**src/rtl/load_store_unit.sv**
```systemverilog
// Load/store initiator for the core data bus. It checks alignment and range,
// runs the ready/!busy handshake and returns one response pulse per access.
module load_store_unit #(
  parameter logic [31:0] RAM_START = 32'h0000_0000,
  parameter logic [31:0] RAM_END   = 32'h0000_0FFF,
  parameter int          TIMEOUT   = 15,
  parameter int          CNT_W     = 4
) (
  input  logic        clk,
  input  logic        rst,
  input  logic        req_valid,
  input  logic        req_we,
  input  logic [2:0]  req_funct3,
  input  logic [31:0] req_addr,
  input  logic [31:0] req_wdata,
  output logic        req_ready,
  output logic        resp_valid,
  output logic [31:0] resp_rdata,
  output logic        exc_misaligned,
  output logic        exc_access,
  output logic        exc_timeout,
  output logic        bus_rd,
  output logic        bus_wd,
  output logic [1:0]  bus_size_in,
  output logic [1:0]  bus_size_out,
  output logic [31:0] bus_addr_in,
  output logic [31:0] bus_addr_out,
  output logic [31:0] bus_data_in,
  input  logic [31:0] bus_data_out,
  input  logic        bus_ready,
  input  logic        bus_busy
);

  typedef enum logic [1:0] {IDLE, ISSUE, RESP} state_t;

  localparam logic [CNT_W-1:0] CNT_MAX = CNT_W'(TIMEOUT);

  state_t           state, state_nxt;
  logic [CNT_W-1:0] cnt;
  logic             we_q;
  logic [2:0]       f3_q;
  logic [1:0]       size;
  logic             pre_illegal, pre_misal, pre_in_range, pre_fail;
  logic             strobe_ok;
  logic [31:0]      wdata_masked;
  logic [31:0]      rdata_ext;

  assign size         = req_funct3[1:0];
  assign pre_illegal  = (req_funct3 == 3'b011) || (req_funct3[2:1] == 2'b11) ||
                        (req_we && req_funct3[2]);
  assign pre_misal    = ((size == 2'b01) && req_addr[0]) ||
                        ((size == 2'b10) && (req_addr[1:0] != 2'b00));
  // Offset form keeps the range check free of constant compares when RAM_START is 0.
  assign pre_in_range = (req_addr - RAM_START) <= (RAM_END - RAM_START);
  assign pre_fail     = pre_illegal || pre_misal || !pre_in_range;

  // Reset dominates so nothing can look accepted while rst is held low.
  assign req_ready = rst && (state == IDLE);
  assign strobe_ok = (state == ISSUE) && bus_ready && !bus_busy;
  assign bus_rd    = strobe_ok && !we_q;
  assign bus_wd    = strobe_ok && we_q;

  always_comb begin
    case (size)
      2'b00:   wdata_masked = {24'b0, req_wdata[7:0]};
      2'b01:   wdata_masked = {16'b0, req_wdata[15:0]};
      default: wdata_masked = req_wdata;
    endcase
  end

  always_comb begin
    case (f3_q)
      3'b000:  rdata_ext = {{24{bus_data_out[7]}}, bus_data_out[7:0]};
      3'b100:  rdata_ext = {24'b0, bus_data_out[7:0]};
      3'b001:  rdata_ext = {{16{bus_data_out[15]}}, bus_data_out[15:0]};
      3'b101:  rdata_ext = {16'b0, bus_data_out[15:0]};
      default: rdata_ext = bus_data_out;
    endcase
  end

  always_comb begin
    state_nxt = state;
    case (state)
      IDLE:    if (req_valid) state_nxt = pre_fail ? RESP : ISSUE;
      ISSUE:   if (strobe_ok || (cnt == CNT_MAX)) state_nxt = RESP;
      RESP:    state_nxt = IDLE;
      default: state_nxt = IDLE;
    endcase
  end

  always_ff @(posedge clk) begin
    if (!rst) begin
      state          <= IDLE;
      cnt            <= '0;
      we_q           <= 1'b0;
      f3_q           <= 3'b000;
      resp_valid     <= 1'b0;
      resp_rdata     <= '0;
      exc_misaligned <= 1'b0;
      exc_access     <= 1'b0;
      exc_timeout    <= 1'b0;
      bus_size_in    <= 2'b00;
      bus_size_out   <= 2'b00;
      bus_addr_in    <= '0;
      bus_addr_out   <= '0;
      bus_data_in    <= '0;
    end else begin
      state      <= state_nxt;
      resp_valid <= (state_nxt == RESP);
      case (state)
        IDLE: begin
          if (req_valid) begin
            we_q           <= req_we;
            f3_q           <= req_funct3;
            cnt            <= '0;
            bus_size_in    <= size;
            bus_size_out   <= size;
            bus_addr_in    <= req_addr;
            bus_addr_out   <= req_addr;
            bus_data_in    <= wdata_masked;
            resp_rdata     <= '0;
            exc_timeout    <= 1'b0;
            exc_access     <= pre_illegal || (!pre_misal && !pre_in_range);
            exc_misaligned <= !pre_illegal && pre_misal;
          end
        end
        ISSUE: begin
          if (strobe_ok) begin
            if (!we_q) resp_rdata <= rdata_ext;
          end else if (cnt == CNT_MAX) begin
            exc_timeout <= 1'b1;
          end else begin
            cnt <= cnt + 1'b1;
          end
        end
        default: ;
      endcase
    end
  end

endmodule

```
**config.mk**
```make
export PLATFORM = sky130hd
export DESIGN_NAME = load_store_unit
export DESIGN_NICKNAME = d
export VERILOG_FILES = /design/src/rtl/load_store_unit.sv
export SDC_FILE = /design/constraint.sdc
export NUM_CORES = 1
export LEC_CHECK = 0
export ABC_AREA = 1
export BUFFER_PORTS_ARGS = -buffer_cell sky130_fd_sc_hd__buf_4
export CORE_MARGIN = 1
export CORE_UTILIZATION = 40
export DETAILED_ROUTE_END_ITERATION = 10
export MAX_ROUTING_LAYER = met4
export PLACE_DENSITY = 0.82
export REMOVE_ABC_BUFFERS = 1
export SLEW_MARGIN = 20
export SYNTH_ARGS = -nofsm -noshare
export SYNTH_HDL_FRONTEND = slang
export SYNTH_SLANG_ARGS = --single-unit
```
**constraint.sdc**
```tcl
create_clock -name clk -period 1.95 [get_ports clk]
set_clock_uncertainty 0.1 [all_clocks]
set_input_delay 0.0975 -clock clk [delete_from_list [all_inputs] [get_ports clk]]
set_output_delay 0.0975 -clock clk [all_outputs]
set_load 0.1 [all_outputs]
```
==> out/results.txt <==
CTS tree: done
final cell utilization of the core: 67.16%
Avg Cell Area, Syn: 7.356 um^2
wire per inst: 13.99 um
Final setup viols: 0
Post-CTS Setup Bufs: 0
Routed Antenna Nets: 0
H-tree depth: 3
Final WS setup: 0.2251 ns
Critical Path Source Type: flop
pre-CTS WS: 0.2137 ns
core area: 11030 um^2
Post-DP Area: 6309 um^2
vias after detailed routing: 5030
mux cell area share after synthesis: 0%
Top FF cell, synth: dfxtp_1
Syn Inst Count: 628
CTS Sinks: 110
fin nets: 1008
final cycle utilization of the critical path: 88.45%
Worst-Skew Late Latency: 0.33 ns
DR iter-0 viols: 332
initial core utilization: 41.88%
final hold vios: 0
EDFF count, synth: 0
Die Span Y: 109.5 um
io pins: 244
Die Wd: 109.5 um
Final Instance Area: 7408 um^2
first-pass GRT wire length: 22840 um
Max Cap Viol: 0
Antenna Cells: 0
DRC violation count after routing: 0
Reg clk slew, reported paths: 0.07 ns
DR vias/cell: 4.813
CP Max Fanout: 19
Slowest-stage cell, CP: dfxtp_1
largest net degree at the start of global routing: 50
GP Congestion: 0.8405
RSZ-0062 raised after global routing: false
Tot Pwr: 6473 uW
Max-slew headroom: 67.77%
HPWL after DPL: 9443 um
Post-Synth XOR/XNOR Area: 0.1896%
Num CTS Buffers: 9
setup TNS: 0 ns
adder-cell share of the synthesized area: 0.2709%
Port Buffer Count: 243
vias in the first global route: 4796
largest family of logic cells by synthesized area: simple AND/OR/NAND/NOR gates
Rows: 38
Crit path arrival time: 1.88 ns
Hold Crit Class: primary input to flop
Tot GR Track Use: 25.10%
Max Freq: 579.8 MHz
drt pass-1 iters: 4
Cell Pwr Density: 873.8 nW/um^2
total global routing overflow: 0
Syn Std Cell Area: 4619 um^2
clk buf depth: 2
leakage power: 0.003461 uW
status: completed
max-slew violation count: 0
fillers: 904
Synth Area in Compound Gates: 16.87%
crit path cell chain: nor2_1, nand2_2, a21boi_4, buf_4, nand3_1, a21oi_1
WP data required: 2.10 ns
synthesis-to-finish area growth: 60.37%
CP endpoint kind: flop
WS Path Type: flop to flop
Syn. warnings: 0
initial antenna violation count: 0
post-layout minimum cycle time: 1.725 ns
VDD IR-drop max: 0.6218 mV
CP peak stage delay: 0.36 ns
worst-margin pin slew: 0.4827 ns
post-synthesis sequential area ratio: 47.67%
Die ar.: 11980 um^2
number of synthesized register bits: 110
layout cell share with drive strength beyond 1: 31.49%
asr flop ratio synth: 0%
Root Driver: clkbuf_16
synth unique cells: 27
post-synthesis simple-gate area fraction: 21.67%
Routed WL: 14620 um
==> report_power, final <==
group	switching (uW)	total, uW	internal, uW
clock network	785	2030	1240
logic	1500	2020	521
registers	76.2	2430	2350
total	2360	6470	4110
==> worst max-delay path, delay by kind of cell (launching register included) <==
kind	cells	cell delay, ns
compound gates	2	0.48
simple gates	3	0.41
flops	1	0.36
buf+inv	1	0.29
==> path summary, 6_finish.rpt <==
| path | slack (ns) | cells past startpoint | end | start |
|---|---|---|---|---|
| setup / recovery | 0.23 | 6 | resp_rdata[6] | state[1] |
| hold / removal | 0.03 | 3 | bus_size_out[0] | req_funct3[0] |
| setup reg to reg | 0.23 | 6 | resp_rdata[6] | state[1] |
| hold reg to reg | 0.36 | 2 | bus_data_in[26] | bus_data_in[26] |
==> cell usage in the layout, fill, tap and decap left out, types with 5 or more instances in the layout <==
| cell | n |
|---|---|
| o21ai_0 | 68 |
| nor2_1 | 95 |
| dlygate4sd3_1 | 77 |
| dfxtp_1 | 110 |
| buf_4 | 256 |
| a21oi_1 | 71 |
| nand2_1 | 98 |
| inv_1 | 44 |
| nand2_2 | 5 |
| inv_2 | 5 |
| clkbuf_16 | 9 |
| nand3_1 | 40 |
==> per-stage QoR <==
step / hold slack, ns / std cells
6_report: 0.03387 / 1045
5_1_grt: 0.04576 / 1045
4_1_cts: 0.01988 / 1045
3_5_place_dp: 0.2486 / 954
3_3_place_gp: 0.2354 / 954
2_1_floorplan: 0.1245 / 557
==> synthesized netlist by cell type (2+ instances only) <==
master | number | share of area (%)
nand2_1 | 99 | 8.0
nor2_1 | 95 | 7.7
nand3_1 | 40 | 4.3
o21ai_1 | 4 | 0.43
dfxtp_1 | 110 | 48
nand2_2 | 4 | 0.54
buf_2 | 9 | 0.98
nor2_2 | 2 | 0.27
inv_2 | 4 | 0.32
o211ai_1 | 4 | 0.65
clkbuf_1 | 22 | 1.8
buf_4 | 38 | 6.2
a21oi_1 | 71 | 7.7
o21ai_0 | 68 | 7.4
inv_1 | 45 | 3.7
nand4_1 | 2 | 0.27
==> state kept, by name, indices dropped and copies added, names as in the netlist <==
name and flops:
we_q 1, f3_q 2, bus_size_out 1, resp_rdata 32, exc_misaligned 1, resp_valid 1, state 2, bus_addr_out 32
exc_timeout 1, cnt 4, bus_data_in 32, exc_access 1
==> area by class of cell <==
class / count / area [um^2] / area share, %
multi-input cells: 397 / 1804 / 24.35
inverters: 50 / 187.7 / 2.533
clock inverters: 4 / 97.59 / 1.317
repair buffers: 334 / 2713 / 36.62
clock buffers: 10 / 229.0 / 3.091
well taps: 140 / 175.2 / 2.364
flip-flops and latches: 110 / 2202 / 29.72
==> per-layer routing <==
layer	vias up	track usage (%)	part of all wire, %
li1	2525	-	-
met1	2303	28.93	42
met2	173	43.49	50
met3	29	4.624	5.5
met4	0	9.048	2.4
met5	-	-	0
==> logic make-up (layout without fill, tap and decap cells) <==
| group | Yosys count | in the layout |
|---|---|---|
| fa+ha+maj | 1 | 1 |
| xor+xnor | 1 | 1 |
| compound gates | 150 | 150 |
| flops | 110 | 110 |
| simple gates | 245 | 245 |
| buf+inv | 121 | 398 |
==> what timing repair did <==
item	4_1_cts	5_1_grt
endpoints found under the hold margin	77	0
hold buffers	77	0
endpoints found under the setup margin	0	3
resized for setup	0	1
Note: power is estimated with default switching activity, not from simulation.
